### config.mk
export PLATFORM = sky130hd
export DESIGN_NAME = sram_wordline_ctrl
export DESIGN_NICKNAME = d
export VERILOG_FILES = /design/src/rtl/sram_wordline_ctrl.sv
export SDC_FILE = /design/constraint.sdc
export NUM_CORES = 1
export LEC_CHECK = 0
export BUFFER_PORTS_ARGS = -buffer_cell sky130_fd_sc_hd__buf_2
export CAP_MARGIN = 20
export CORE_MARGIN = 1
export CORE_UTILIZATION = 54
export DETAILED_ROUTE_END_ITERATION = 8
export PLACE_DENSITY_LB_ADDON = 0.1
export SLEW_MARGIN = 30
export SYNTH_ARGS = -nofsm -noshare
export SYNTH_HDL_FRONTEND = slang
export SYNTH_SLANG_ARGS = --single-unit
### constraint.sdc
create_clock -name clk -period 2 [get_ports clk]
set_input_delay 0.3 -clock clk [delete_from_list [all_inputs] [get_ports clk]]
set_output_delay 0.3 -clock clk [all_outputs]
set_load 0.1 [all_outputs]
### src/rtl/sram_wordline_ctrl.sv
// Row decode + word-line sequencer: latch row, pulse one word line, precharge, signal done.
// Latency: accept to done = 1 + PULSE_CYC + PRECH_CYC cycles; one access per 2 + PULSE_CYC + PRECH_CYC.
// Backpressure: ready is high only in IDLE; req is ignored unless ready and enbl are both high.
module sram_wordline_ctrl #(
  parameter int ADDR_W    = 5,
  parameter int ROWS      = 32,
  parameter int PULSE_CYC = 2,
  parameter int PRECH_CYC = 1
) (
  input  logic              clk,
  input  logic              rst,
  input  logic              enbl,
  input  logic              req,
  input  logic [ADDR_W-1:0] a,
  output logic              ready,
  output logic [ROWS-1:0]   d,
  output logic              prech,
  output logic              done,
  output logic              err
);

  localparam int MAX_CYC = (PULSE_CYC > PRECH_CYC) ? PULSE_CYC : PRECH_CYC;
  localparam int CNT_W   = $clog2(MAX_CYC + 1);
  localparam logic [CNT_W-1:0] PULSE_LD = CNT_W'(PULSE_CYC - 1);
  localparam logic [CNT_W-1:0] PRECH_LD = CNT_W'(PRECH_CYC - 1);

  typedef enum logic [1:0] {
    S_IDLE   = 2'd0,
    S_DECODE = 2'd1,
    S_ACTIVE = 2'd2,
    S_PRECH  = 2'd3
  } state_t;

  state_t            state_q, state_d;
  logic [CNT_W-1:0]  cnt_q, cnt_d;
  logic [ADDR_W-1:0] addr_q, addr_d;
  logic [ROWS-1:0]   d_q, d_d;
  logic              prech_q, prech_d;
  logic              done_q, done_d;
  logic              err_q, err_d;

  logic [ROWS-1:0]   row_dec;
  logic              in_range;

  // One-hot decode of the latched row; addresses beyond ROWS decode to all-zero.
  always_comb begin
    row_dec  = '0;
    in_range = (32'(addr_q) < 32'(ROWS));
    for (int i = 0; i < ROWS; i++) begin
      row_dec[i] = (32'(addr_q) == 32'(i));
    end
  end

  // Next-state and registered-output logic; abort takes priority over decode/pulse timing.
  always_comb begin
    state_d = state_q;
    cnt_d   = cnt_q;
    addr_d  = addr_q;
    d_d     = d_q;
    prech_d = prech_q;
    done_d  = 1'b0;
    err_d   = err_q;
    case (state_q)
      S_IDLE: begin
        if (req && enbl) begin
          addr_d  = a;
          err_d   = 1'b0;
          state_d = S_DECODE;
        end
      end
      S_DECODE: begin
        if (!enbl) begin
          state_d = S_PRECH;
          d_d     = '0;
          prech_d = 1'b1;
          err_d   = 1'b1;
          cnt_d   = PRECH_LD;
        end else begin
          // Out-of-range rows still walk the full timing so callers see fixed latency.
          state_d = S_ACTIVE;
          cnt_d   = PULSE_LD;
          d_d     = row_dec;
          if (!in_range) begin
            err_d = 1'b1;
          end
        end
      end
      S_ACTIVE: begin
        if (!enbl || (cnt_q == '0)) begin
          state_d = S_PRECH;
          d_d     = '0;
          prech_d = 1'b1;
          cnt_d   = PRECH_LD;
          if (!enbl) begin
            err_d = 1'b1;
          end
        end else begin
          cnt_d = cnt_q - 1'b1;
        end
      end
      S_PRECH: begin
        // Precharge always runs to completion, regardless of enbl.
        if (cnt_q == '0) begin
          state_d = S_IDLE;
          prech_d = 1'b0;
          done_d  = 1'b1;
        end else begin
          cnt_d = cnt_q - 1'b1;
        end
      end
      default: begin
        state_d = S_IDLE;
        d_d     = '0;
        prech_d = 1'b0;
        cnt_d   = '0;
      end
    endcase
  end

  // State and output registers; async reset drops word lines and precharge immediately.
  always_ff @(posedge clk or posedge rst) begin
    if (rst) begin
      state_q <= S_IDLE;
      cnt_q   <= '0;
      addr_q  <= '0;
      d_q     <= '0;
      prech_q <= 1'b0;
      done_q  <= 1'b0;
      err_q   <= 1'b0;
    end else begin
      state_q <= state_d;
      cnt_q   <= cnt_d;
      addr_q  <= addr_d;
      d_q     <= d_d;
      prech_q <= prech_d;
      done_q  <= done_d;
      err_q   <= err_d;
    end
  end

  assign ready = (state_q == S_IDLE);
  assign d     = d_q;
  assign prech = prech_q;
  assign done  = done_q;
  assign err   = err_q;

endmodule

==> flow_metrics.env <==
export IMPL_fin_area_um2=2490
export IMPL_post_synth_inst_count=193
export IMPL_finalMaxSlewViolations=0
export IMPL_boundaryPins=45
export IMPL_ctsRootBufferMaster="sky130_fd_sc_hd__clkbuf_8"
export IMPL_via_count=1660
export IMPL_yosys_cell_types_count=33
export IMPL_avgRoutedWirePerCell_um=15.6
export IMPL_worst_hold_slack_ps=118
export IMPL_drc=0
export IMPL_synth_area_mux_share=0.0798
export IMPL_drt_first_iter_violations=132
export IMPL_diodes=0
export IMPL_port_buffer_count=44
export IMPL_synth_adder_area_share=0.0296
export IMPL_async_flop_share=1.00
export IMPL_pin_count_of_the_biggest_net_entering_global_routing=45
export IMPL_postSynth_topFlopCell="sky130_fd_sc_hd__dfrtp_1"
export IMPL_portion_of_synthesized_cell_area_occupied_by_the_leading_cell_type=0.520
export IMPL_mostFrequentLayoutCells="sky130_fd_sc_hd__dfrtp_1 (44), sky130_fd_sc_hd__buf_2 (44), sky130_fd_sc_hd__mux2_2 (15)"
export IMPL_critPathArrivalTime_ps=1580
export IMPL_power_ir_vdd_worst_mv=1.00
export IMPL_worst_skew_pair_late_latency_ps=300
export IMPL_initial_antenna_violation_count=0
export IMPL_power_density_over_the_cells_nw_per_um2=1730
export IMPL_design_core_area_um2=3720
export IMPL_layout_drive_gt1_share=0.342
export IMPL_clock_tree_htree_level_count=2
export IMPL_cap_violations=0
export IMPL_grt_setup_unrepaired="no"
export IMPL_synth_area_leader_cell="sky130_fd_sc_hd__dfrtp_1"
export IMPL_floorplan_initialDensity=0.569
export IMPL_leakagePower_nw=1.32
export IMPL_cts_hold_repair_buffers=0
export IMPL_synthesis_nets=207
export IMPL_num_nets_final=250
export IMPL_core_rowCount=22
export IMPL_area_delta_synth_final_pct=17.9
export IMPL_fmax_ghz=0.533
export IMPL_synth_xor_xnor_area_share=0
export IMPL_grt_util_all_layers=0.242
export IMPL_postRouteWirelength_mm=4.44
export IMPL_grt_overflow_total=0
export IMPL_die_w_um=64.6
export IMPL_number_of_flops_mapped_to_enable_cells_by_yosys=0
export IMPL_crit_path_capture_type="output port"
export IMPL_worstMarginPinSlew_ps=544
export IMPL_min_period_ps=1880
export IMPL_fin_crit_sh=0.938
export IMPL_finalSetupViolations=0
export IMPL_synth_compound_area_share=0.163
export IMPL_floorplan_die_height_um=64.6
export IMPL_synth_simple_gate_area_frac=0.153
export IMPL_drt_pass1_iter_count=4
export IMPL_timing_critical_path_fanout_max=8
export IMPL_detailed_place_hpwl_mm=3.11
export IMPL_hold_viol_final=0
export IMPL_placed_cell_area_um2=2370
export IMPL_timing_clock_skew_ps=8.55
export IMPL_yosys_register_bits=44
export IMPL_synth_top_family_by_area="compound AO/OA/AOI/OAI gates"
export IMPL_vias_in_the_first_global_route=1629
export IMPL_cts_num_sinks=44
export IMPL_post_layout_total_power_mw=4.32
export IMPL_detail_route_antenna_nets=0
export IMPL_cts_tree="built"
export IMPL_synth_sequential_area_ratio=0.520
export IMPL_finalSetupTns_ps=0
export IMPL_synthesis_yosys_warnings=0
export IMPL_numCtsBuffers=5
export IMPL_synth_area_per_cell_um2=11.0
export IMPL_detail_route_vias_per_cell=5.82
export IMPL_gp_routability_congestion=0.802
export IMPL_yosys_top_cells_area="sky130_fd_sc_hd__dfrtp_1 (52%), sky130_fd_sc_hd__mux2_2 (8.0%), sky130_fd_sc_hd__o31ai_1 (4.6%), sky130_fd_sc_hd__nor4_1 (4.1%), sky130_fd_sc_hd__a21o_1 (3.9%)"
export IMPL_min_delay_path_class="in2async"
export IMPL_cell_area_synth_um2=2120
export IMPL_worst_setup_path_type="reg2out"
export IMPL_required_ps=1700
export IMPL_relSlewSlack=0.638
export IMPL_run_status="finished clean"
export IMPL_die_area_um2=4170
export IMPL_clk_pin_slew_worst_paths_ps=90
export IMPL_cts_path_max_buffers=2
export IMPL_timing_critical_path_from_type="flip-flop"
export IMPL_global_route_wire_length_before_repair_mm=7.67
## kinds of logic after synthesis
logic type	count (synthesis)
AOI/OAI and AO/OA	51
adders and majority gates	5
buffers and inverters	23
DFF	44
muxes	15
and+or+nand+nor	55
## registers in the layout, summed over array words and instances (netlist names)
register  cells
d            32
addr_q        5
cnt_q         2
state_q       2
done          1
err           1
prech         1
## synthesized netlist by cell type, drive strengths merged (2+ instances only)
cell type and number:
o21ai 14, nor3 4, buf 7, nor2b 4, or2 2, inv 6, nand4b 4, nor2 5
nand2b 6, a21o 11, clkbuf 10, mux2 15, ha 5, o31ai 13, a21oi 6, a22o 2
nand2 9, dfrtp 44, and3b 2, nor4 14
## through the flow
| step | cells | utilization | setup WS (ps) |
|---|---|---|---|
| final | 285 | 0.671 | 125 |
| after global routing | 285 | 0.671 | 12.5 |
| after detailed placement | 276 | 0.637 | 2.99 |
| after floorplan | 193 | - | 103 |
| after CTS | 284 | 0.667 | 79.4 |
| after global placement | 276 | 0.637 | 122 |
## final timing paths
check                                start         to  slack, ps  depth (start not counted)
worst min register to register       d[23]      d[23]        480                          1
worst max-delay path            state_q[1]      ready        120                          3
max in group asynchronous              rst   cnt_q[1]       1490                          3
worst min-delay path                   rst      d[15]        120                          3
worst max register to register  state_q[0]      d[16]        150                          6
min in group clk                      a[0]  addr_q[0]        240                          2
## area by class of cell
class	instances	area [um^2]
Clock buffer	6	72.6
Clock inverter	2	35.0
Fill cell	312	1220
Inverter	6	22.5
Multi-Input combinational cell	126	915
Sequential cell	44	1100
Tap cell	48	60.1
Timing Repair Buffer	53	288
## what timing repair did
action | in CTS | in global routing
gates cloned | 0 | 0
endpoints found under the setup margin | 2 | 2
setup buffers | 0 | 1
resized for setup | 1 | 2
## power breakdown
group | internal (mW) | leakage [nW] | switching (mW)
registers | 1.08 | 0.591 | 0.243
logic | 0.647 | 0.672 | 1.68
clock network | 0.371 | 0.0552 | 0.299
total | 2.10 | 1.32 | 2.22
## worst max-delay path: stages (launching register included)
cell,delay (ps)
sky130_fd_sc_hd__dfrtp_1,450
sky130_fd_sc_hd__inv_1,120
sky130_fd_sc_hd__ha_2,260
sky130_fd_sc_hd__buf_2,450
## per-layer routing
layer	share of wire	vias to the layer above	routed length, um	global-route usage
li1	-	797	-	-
met2	0.50	44	2200	0.396
met1	0.44	811	1970	0.309
met5	0	-	0	0
met3	0.042	8	187	0.0493
met4	0.020	0	87	0.106
(Power assumes the default switching activity.)
